**config.mk**
```make
export PLATFORM = sky130hd
export DESIGN_NAME = mult_div_unit
export DESIGN_NICKNAME = d
export VERILOG_FILES = /design/src/rtl/mult_div_unit.sv
export SDC_FILE = /design/constraint.sdc
export NUM_CORES = 1
export LEC_CHECK = 0
export CAP_MARGIN = 10
export CORE_MARGIN = 8
export CORE_UTILIZATION = 50
export DETAILED_ROUTE_END_ITERATION = 10
export PLACE_DENSITY = 0.71
export SETUP_SLACK_MARGIN = 0.05
export SLEW_MARGIN = 20
export SYNTH_ARGS = -nofsm -noshare
export SYNTH_HDL_FRONTEND = slang
export SYNTH_SLANG_ARGS = --single-unit
```
**constraint.sdc**
```tcl
create_clock -name clk -period 3.6 [get_ports clk]
set_clock_uncertainty 0.2 [all_clocks]
set_input_delay 0.36 -clock clk [delete_from_list [all_inputs] [get_ports clk]]
set_output_delay 0.36 -clock clk [all_outputs]
set_load 0.03 [all_outputs]
```
**src/rtl/mult_div_unit.sv**
```systemverilog
// Iterative multiply/divide unit for the EX stage.
// Runs MULT/MULTU/DIV/DIVU one bit per cycle on operand magnitudes, then
// applies the result signs in a single FIX cycle and writes the HI/LO
// registers. MTHI/MTLO writes are accepted only while the unit is idle.
module mult_div_unit #(
    parameter int WIDTH = 32
) (
    input  logic             clk,
    input  logic             reset,
    input  logic             start,
    input  logic [1:0]       op,
    input  logic [WIDTH-1:0] a,
    input  logic [WIDTH-1:0] b,
    input  logic             hi_we,
    input  logic             lo_we,
    input  logic [WIDTH-1:0] wdata,
    output logic             busy,
    output logic             done,
    output logic [WIDTH-1:0] hi,
    output logic [WIDTH-1:0] lo
);

    localparam int CW = (WIDTH > 1) ? $clog2(WIDTH) : 1;

    typedef enum logic [1:0] {
        IDLE = 2'd0,
        CALC = 2'd1,
        FIX  = 2'd2
    } state_t;

    state_t           state_q;
    state_t           state_d;
    logic [CW-1:0]    count;
    logic             last_bit;

    // acc holds {remainder, quotient} for divide, or {partial, multiplier} for multiply
    logic [2*WIDTH-1:0] acc;
    logic [WIDTH-1:0]   opnd;      // |a| as multiplicand, or |b| as divisor
    logic [WIDTH-1:0]   a_raw;     // unmodified dividend, returned in hi on divide by zero
    logic               is_div;
    logic               neg_res;   // negate product / quotient
    logic               neg_rem;   // negate remainder

    // operand preparation at launch
    logic               is_signed;
    logic               a_neg;
    logic               b_neg;
    logic [WIDTH-1:0]   a_abs;
    logic [WIDTH-1:0]   b_abs;

    // per-cycle step results
    logic [WIDTH:0]     mul_sum;
    logic [2*WIDTH-1:0] mul_next;
    logic [WIDTH:0]     div_shift;
    logic [WIDTH:0]     div_trial;
    logic [2*WIDTH-1:0] div_next;

    // sign-corrected results
    logic [2*WIDTH-1:0] prod_fix;
    logic [WIDTH-1:0]   res_hi;
    logic [WIDTH-1:0]   res_lo;

    assign last_bit = (count == CW'(WIDTH - 1));

    // Magnitudes of the operands; a most-negative value maps to its unsigned magnitude.
    always_comb begin
        is_signed = ~op[0];
        a_neg     = is_signed & a[WIDTH-1];
        b_neg     = is_signed & b[WIDTH-1];
        a_abs     = a_neg ? (~a + 1'b1) : a;
        b_abs     = b_neg ? (~b + 1'b1) : b;
    end

    // One multiply step (shift-add) and one restoring divide step.
    always_comb begin
        mul_sum   = {1'b0, acc[2*WIDTH-1:WIDTH]} + (acc[0] ? {1'b0, opnd} : '0);
        mul_next  = {mul_sum, acc[WIDTH-1:1]};
        div_shift = {acc[2*WIDTH-1:WIDTH], acc[WIDTH-1]};
        div_trial = div_shift - {1'b0, opnd};
        if (div_trial[WIDTH]) begin
            div_next = {div_shift[WIDTH-1:0], acc[WIDTH-2:0], 1'b0};
        end else begin
            div_next = {div_trial[WIDTH-1:0], acc[WIDTH-2:0], 1'b1};
        end
    end

    // Apply result signs; divide by zero returns all ones and the raw dividend.
    always_comb begin
        // NOTE: every output of a combinational block gets a value on every path
        // before any branch, otherwise synthesis infers a latch to hold it.
        prod_fix = neg_res ? (~acc + 1'b1) : acc;
        res_hi   = prod_fix[2*WIDTH-1:WIDTH];
        res_lo   = prod_fix[WIDTH-1:0];
        if (is_div) begin
            if (opnd == '0) begin
                res_lo = '1;
                res_hi = a_raw;
            end else begin
                res_lo = neg_res ? (~acc[WIDTH-1:0] + 1'b1) : acc[WIDTH-1:0];
                res_hi = neg_rem ? (~acc[2*WIDTH-1:WIDTH] + 1'b1) : acc[2*WIDTH-1:WIDTH];
            end
        end
    end

    // State register.
    always_ff @(posedge clk or negedge reset) begin
        // NOTE: clocked state uses non-blocking assignments so every register
        // samples the pre-edge values of the others, independent of statement order.
        if (!reset) begin
            state_q <= IDLE;
        end else begin
            state_q <= state_d;
        end
    end

    // Next-state logic.
    always_comb begin
        state_d = state_q;
        case (state_q)
            IDLE:    if (start) state_d = CALC;
            CALC:    if (last_bit) state_d = FIX;
            FIX:     state_d = IDLE;
            default: state_d = IDLE;
        endcase
    end

    // Outputs decoded from state.
    always_comb begin
        busy = (state_q != IDLE);
    end

    // Datapath: operand latch, iteration, HI/LO writes and the done pulse.
    always_ff @(posedge clk or negedge reset) begin
        if (!reset) begin
            count   <= '0;
            acc     <= '0;
            opnd    <= '0;
            a_raw   <= '0;
            is_div  <= 1'b0;
            neg_res <= 1'b0;
            neg_rem <= 1'b0;
            hi      <= '0;
            lo      <= '0;
            done    <= 1'b0;
        end else begin
            done <= (state_q == FIX);
            case (state_q)
                IDLE: begin
                    if (start) begin
                        // start takes priority; a same-cycle MTHI/MTLO is dropped
                        count   <= '0;
                        acc     <= {{WIDTH{1'b0}}, (op[1] ? a_abs : b_abs)};
                        opnd    <= op[1] ? b_abs : a_abs;
                        a_raw   <= a;
                        is_div  <= op[1];
                        neg_res <= a_neg ^ b_neg;
                        neg_rem <= a_neg;
                    end else begin
                        if (hi_we) hi <= wdata;
                        if (lo_we) lo <= wdata;
                    end
                end
                CALC: begin
                    acc   <= is_div ? div_next : mul_next;
                    count <= last_bit ? '0 : count + 1'b1;
                end
                FIX: begin
                    hi <= res_hi;
                    lo <= res_lo;
                end
                default: ;
            endcase
        end
    end

endmodule

```
# After elaboration in Yosys (flattened, before gate mapping)
# Index checks and enable logic that the tools add are counted.
[totals]
elab_cells = 74
register_bits = 203
[classes]
n_reduce_logical = 10
bitwise = 9
add_sub_neg = 8
n_mux = 28
eq_ne = 8
[op_table]
columns = ["cell", "count"]
rows = [
  ["$mux W32", 15],
  ["$mux W64", 4],
  ["$add A32 B1 Y32 const B", 4],
  ["$not A32 Y32", 4],
  ["$pmux W32 S2", 2],
  ["$pmux W64 S2", 1],
  ["$add A64 B1 Y64 const B", 1],
  ["$not A64 Y64", 1],
  ["$add A32 B32 Y33", 1],
  ["$sub A33 B32 Y33", 1],
  ["$logic_not A32 Y1", 1],
  ["$mux W5", 2],
  ["$ne A2 B2 Y1 const B", 5],
  ["$pmux W5 S2", 1],
  ["$reduce_and A2 Y1", 3],
  ["$reduce_and A3 Y1", 2],
  ["$reduce_bool A2 Y1", 3],
  ["$add A5 B1 Y5 const B", 1],
  ["$eq A5 B5 Y1 const B", 1],
  ["$mux W2", 2],
  ["$pmux W2 S2", 1],
  ["$and A1 B1 Y1", 2],
  ["$eq A2 B1 Y1 const B", 1],
  ["$eq A2 B2 Y1 const B", 1],
  ["3 further kinds", 3],
]

# Logic depth before layout (Yosys ltp)
# Gate-level depths: netlist of run 1.
[depth]
word_depth = 6
depth_mapped = 14
ltp_nobuf = 13

# Worst setup path after synthesis of run 1
# OpenSTA, ideal clock, no wires.
[synth_timing]
path_kind = "register -> register"
start = "register acc[0]"
end = "register acc[60]"
setup_ns = 0.129
path_slack_ns = 0.085
stages_incl_launch_ff = 14
t_required_ns = 3.271
arrival_time_ns = 3.186
n_path_buf = 1
synth_period_minus_slack_ns = 3.515
cell_sequence = "dfrtp_1 -> inv_1 -> clkbuf_1 -> nor2_1 -> ha_1 -> nand2_1 -> o31a_1 -> a21o_1 -> a221oi_1 -> a31oi_1 -> or4_1 -> a21oi_1 -> xnor2_1 -> o21ai_0"
[synth_via]
elab_chain_cells = 4
[synth_rtl]
columns = ["item", "line_no", "rtl"]
rows = [
  ["start: declaration", "37", "logic [2*WIDTH-1:0] acc;"],
  ["start signal: assignment", "152", "acc <= {{WIDTH{1'b0}}, (op[1] ? a_abs : b_abs)};"],
  ["start signal: assignment", "164", "acc <= is_div ? div_next : mul_next;"],
  ["$mux W32", "76", "mul_sum = {1'b0, acc[2*WIDTH-1:WIDTH]} + (acc[0] ? {1'b0, opnd} : '0);"],
  ["$add A32 B32 Y33", "76", ""],
  ["$mux W64", "164", ""],
  ["$pmux W64 S2", "147", "case (state_q)"],
]
# No other way between the ends.
# A chain may end at the register's enable or synchronous reset.

# Final worst setup path of run 1
[layout_timing]
start = "register acc[36]"
end = "register hi[21]"
[layout_via]
elab_chain_cells = 6
word_cells_on_any_way = 9
[layout_rtl]
columns = ["item", "line_no", "rtl"]
rows = [
  ["$not A32 Y32", "100", "res_hi = neg_rem ? (~acc[2*WIDTH-1:WIDTH] + 1'b1) : acc[2*WIDTH-1:WIDTH];"],
  ["$add A32 B1 Y32", "100", ""],
  ["$mux W32", "100", ""],
  ["$mux W32", "95", "if (opnd == '0) begin"],
  ["$mux W32 *", "94", "if (is_div) begin"],
  ["$pmux W32 S2 *", "147", ""],
  ["end signal: assignment", "159", "if (hi_we) hi <= wdata;"],
  ["end signal: assignment", "168", "hi <= res_hi;"],
  ["end: declaration", "19", "output logic [WIDTH-1:0] hi,"],
]
# Mark *: on every way between the ends. The rest lies on a longest branch, timed or not.

==> impl_metrics.ini, run 1 <==
[outcome]
status = completed

[sta]
fmax_mhz = 289
worstMarginPinSlew_ns = 1.03
final-setup-viol-count = 0
setup_slack_ns = 0.135
fin_crit_sh = 0.963
slew_violations = 0
min_period_ns = 3.47
whs_ns = 0.196
slew_headroom = 0.312
hold_viol = 0
rsz0062_at_grt = true

[synth]
synthFlopType = dfrtp_1
syn-num-nets = 2374
netlist_area_mm2 = 0.0171
synthTopCellsByCount = 285 x nand2_1, 203 x dfrtp_1, 201 x nor2_1
synth_seq_cells = 203
synth_edf_count = 0
synthMuxAreaShare = 0.0378
synth_xor_area_frac = 0.0988
synth_compound_area_frac = 0.272
synthArstFlopShare = 1.00
yosys_warnings = 0
yosysTopAreaCellShare = 0.297
synth.most_common_cell = nand2_1
synthAdderAreaFrac = 0.0535
synthCells = 2199
yosys.area_share.simple = 0.189
avgSynthCellArea_um2 = 7.78
synth_top_family_by_area = compound AO/OA/AOI/OAI gates
ys_types = 82
synth_area_leader_cell = dfrtp_1
ys_seq_area_frac = 0.297
synth_area_leaders = dfrtp_1 30%, xnor2_1 6.3%, nand2_1 6.3%

[floorplan]
dieHeight_um = 201
die-area_mm2 = 0.0404
fp-row-count = 67
die_x_um = 201
start_util = 0.509
io_pins = 169
core-area_mm2 = 0.0336

[global_route]
grt_pass1_wl_mm = 104
grt_usage = 0.325
grt_pass1_vias = 17000
grt_overflow = 0
antenna_found_initial = 0
grt_max_degree = 104

[critical_path]
crit_path_start_kind = flop
crit_chain = buf_4, or3_1, or4_4, or2_4, o41a_1, a211oi_2, nor3_1, a21oi_1, a21oi_2
reg2reg_setup_slack_ns = 0.13
cp-end-kind = flop
slowest_delay_ns = 0.58
crit_required_ns = 3.83
cpMaxStageDelayCell = or4_4
critical_path.max_fanout = 7
critPathKind = reg -> reg
cp.arrival_ns = 3.69

[drt]
route.detailed.drc = 0
drtPass1Iterations = 8
vias = 17900
postRouteAntennaNets = 0
via_per_inst = 6.22
drtIter0Drc = 1843
wl_mm = 68.6
wl_per_cell_um = 23.8

[pwr]
leakage_nw = 9.02
p_per_area_mw_per_mm2 = 1130
max-vdd-ir-drop_mv = 0.675

[place]
portBuffers = 168
place_congestion = 1.03
place_hpwl_mm = 54.3
place_area_mm2 = 0.0201
place_ws_ns = -0.0284
dp_cells = 2830

[final_layout]
seq_area_mm2 = 0.00508
final_util = 0.625
drive_gt1_frac = 0.113
fillCellCount = 3043
fin_nets = 2588
insertedDiodeCount = 0
instances_no_fill = 2879
multi_input_area_mm2 = 0.0112
fin_area_mm2 = 0.0210
areaGrowthSynthToFinish_pct = 22.8

[clocking]
clk_path_buf_depth = 3
cts_sinks = 203
clk_pin_slew_worst_paths_ns = 0.06
cts_buffers = 26
clkLatencyLatePin_ns = 0.55
cts-root-buf = clkbuf_16
cts_max_level = 1
cts_tree = built

[worst_hold_path]
min_path_type = in -> async

[run]
cap_violations = 0
placed cells by master, fill, tap and decap left out, types with 11 or more instances in the layout:
cell and instances:
nor4_1 18, and3_1 13, ha_1 69, dfrtp_1 201, nor2_1 197, or3_1 18, xnor2_1 122, nor2b_1 12
buf_4 160, a22oi_1 12, a31oi_1 21, mux2i_1 59, xor2_1 70, inv_1 73, nand2_1 285, o21ai_0 195
a21o_1 43, clkdlybuf4s50_1 166, nand2b_1 26, nor3_1 33, and2_1 13, o31ai_1 29, clkbuf_16 27, o41ai_1 11
o21a_1 12, a211oi_1 64, or2_2 11, or4_1 12, a21oi_1 181, o22ai_1 50, nand3_1 23, o211ai_1 21
state kept, by name, summed over array words and instances (netlist names):
| name | count |
|---|---|
| state_q | 2 |
| acc | 64 |
| lo | 32 |
| count | 5 |
| neg_res | 1 |
| neg_rem | 1 |
| done | 1 |
| hi | 32 |
| is_div | 1 |
| opnd | 32 |
| a_raw | 32 |
critical path, delay by kind of cell (launching register included):
kind	cells	cell delay (ns)
buffers and inverters	1	0.19
AO/OA/AOI/OAI	4	1.09
flip-flops	1	0.43
AND/OR/NAND/NOR	4	1.43
per-stage QoR:
stage               setup TNS [ns]  total power [mW]
floorplan                        0              14.7
global placement           -0.0291              20.3
detailed placement         -0.0284              20.5
CTS                              0              23.2
global route              -0.00502              25.1
finish                           0              23.7
cell type report:
type                            instances  area share
Clock buffer                           33      0.0346
Clock inverter                         13     0.00554
Inverter                               77      0.0137
Multi-Input combinational cell       1768       0.533
Sequential cell                       203       0.242
Tap cell                              448      0.0267
Timing Repair Buffer                  337       0.144
kinds of logic after synthesis:
family | Yosys count
XOR/XNOR | 193
AO/OA/AOI/OAI | 739
multiplexers | 64
buffers and inverters | 228
adder cells (fa/ha/maj) | 72
AND/OR/NAND/NOR | 700
flip-flops | 203
power breakdown:
part           switching, mW  internal [mW]  total (mW)
clock                   1.09           1.51        2.59
combinational           9.65           6.72        16.4
sequential              1.35           3.44        4.78
routing by layer:
layer	GRT usage	vias up	wire, um
li1	-	8343	-
met1	0.452	8554	29800
met2	0.476	892	28800
met3	0.101	120	7630
met4	0.0972	2	2320
met5	0.0197	-	108
worst paths after layout:
kind | startpoint | to | cells after the start
worst max-delay path | acc[36] | hi[21] | 9
worst min-delay path | reset | acc[55] | 2
worst max register to register | acc[36] | hi[21] | 9
worst min register to register | lo[30] | lo[30] | 2
max in group asynchronous | reset | acc[7] | 3
min in group clk | wdata[15] | hi[15] | 3
timing repair:
action,CTS,global route
hold buffers,1,0
endpoints found under the setup margin,0,20
resized for setup,0,13
hold endpoints to repair,67,0
buffers inserted,0,2
Note: power is estimated with default switching activity, not from simulation.
==> run 2, diff against run 1 <==
--- a/config.mk
+++ b/config.mk
@@ -6,10 +6,10 @@
 export NUM_CORES = 1
 export LEC_CHECK = 0
 export CAP_MARGIN = 10
-export CORE_MARGIN = 8
 export CORE_UTILIZATION = 50
+export CTS_CLUSTER_DIAMETER = 80
 export DETAILED_ROUTE_END_ITERATION = 10
-export PLACE_DENSITY = 0.71
+export PLACE_DENSITY = 0.74
 export SETUP_SLACK_MARGIN = 0.05
 export SLEW_MARGIN = 20
 export SYNTH_ARGS = -nofsm -noshare
==> impl_metrics.ini, run 2 (synthesis results as in run 1) <==
[outcome]
status = completed

[global_route]
grt_usage = 0.377
antenna_found_initial = 0
grt_pass1_vias = 16700
grt_overflow = 0
grt_pass1_wl_mm = 101
grt_max_degree = 93

[critical_path]
crit_required_ns = 3.86
critPathKind = reg -> reg
crit_path_start_kind = flop
worst-path-buf-inv = 3
critical_path.max_fanout = 17
slowest_delay_ns = 0.41
cp.arrival_ns = 3.71
cp-end-kind = flop
path_delay_family = compound AO/OA/AOI/OAI gates
crit_chain = inv_1, buf_6, buf_6, nor2_1, ha_1, a21o_1, a31oi_1, o21ai_0, a21o_1, a311o_1, xor2_1, o21ai_0, a2bb2oi_1
cpMaxStageDelayCell = ha_1

[final_layout]
instances_no_fill = 2886
multi_input_area_mm2 = 0.0112
regMostFlops = acc
largest_register_ffs = 64
areaGrowthSynthToFinish_pct = 23.6
final_util = 0.629
fin_nets = 2594
final_cell_mix = 285 x nand2_1, 201 x dfrtp_1, 196 x nor2_1, 195 x o21ai_0, 180 x a21oi_1
seq_area_mm2 = 0.00508
insertedDiodeCount = 0
final_common_cell = nand2_1
fillCellCount = 2966
fin_area_mm2 = 0.0211
drive_gt1_frac = 0.116

[sta]
slew_headroom = 0.282
whs_ns = 0.172
hold_viol = 0
worstMarginPinSlew_ns = 1.08
rsz0062_at_grt = true
fin_tns_setup_ns = 0
min_period_ns = 3.44
fin_crit_sh = 0.957
setup_slack_ns = 0.156
slew_violations = 0
final-setup-viol-count = 0
fmax_mhz = 290

[drt]
postRouteAntennaNets = 0
route.detailed.drc = 0
wl_per_cell_um = 23.3
drtIter0Drc = 2002
wl_mm = 67.2
vias = 18200
via_per_inst = 6.29
drtPass1Iterations = 5

[place]
place_congestion = 1.03
place_ws_ns = 0.0298
portBuffers = 168
place_hpwl_mm = 52.5
place_area_mm2 = 0.0201
dp_cells = 2836

[pwr]
power_mw = 24.1
switching_share = 0.504
p_per_area_mw_per_mm2 = 1140
switching_power_mw = 12.2
p_int_mw = 12.0
seqPwrFrac = 0.203
leakage_nw = 9.09
p_clk_frac = 0.114
pwr-share-comb = 0.683
max-vdd-ir-drop_mv = 0.585

[clocking]
cts_buffers = 25
cts_sinks = 203
cts_max_level = 1
clk_pin_slew_worst_paths_ns = 0.06
cts-root-buf = clkbuf_16
cts_tree = built
clkLatencyLatePin_ns = 0.58
clk_path_buf_depth = 3

[worst_hold_path]
min_path_type = in -> async

[floorplan]
dieHeight_um = 187
start_util = 0.509
fp-row-count = 67
die_x_um = 187
core-area_mm2 = 0.0336
die-area_mm2 = 0.0350
io_pins = 169

[run]
cap_violations = 0
[run 2: power groups by stage]
stage | Combinational (mW) | Sequential (mW) | Clock [mW]
finish | 16.5 | 4.90 | 2.74
global route | 17.6 | 4.98 | 2.84
CTS | 15.8 | 4.82 | 2.76
detailed placement | 15.7 | 4.86 | 0
global placement | 15.5 | 4.82 | 0
floorplan | 9.82 | 4.92 | 0
[run 2: area by class of cell]
type	instances	share of cell area
clock buffers	30	0.0324
clock inverters	16	0.0102
inverters	77	0.0137
multi-input cells	1768	0.530
flip-flops and latches	203	0.240
well taps	448	0.0265
repair buffers	344	0.147
[run 2: worst paths after layout]
path,startpoint,end,slack (ns),cells past startpoint
setup reg to reg,acc[0],acc[61],0.16,13
setup / recovery,acc[0],acc[61],0.16,13
min in group clk,wdata[22],hi[22],0.21,3
max in group asynchronous,reset,acc[16],2.11,3
hold / removal,reset,lo[18],0.17,2
hold reg to reg,lo[24],lo[24],0.28,2
[run 2: per-layer routing]
metal  wire length, um  track usage  vias to the layer above
met3              7540       0.0842                      126
met4              2560        0.129                        0
met2             28100        0.546                     1021
met5                 0            0                        -
met1             29000        0.550                     8638
li1                  -            -                     8365
[run 2: timing repair]
item                                    CTS  global route
buffers inserted                          0             2
hold endpoints to repair                 73             0
gates resized for setup                   0            12
hold buffers                              1             0
endpoints found under the setup margin    0            26
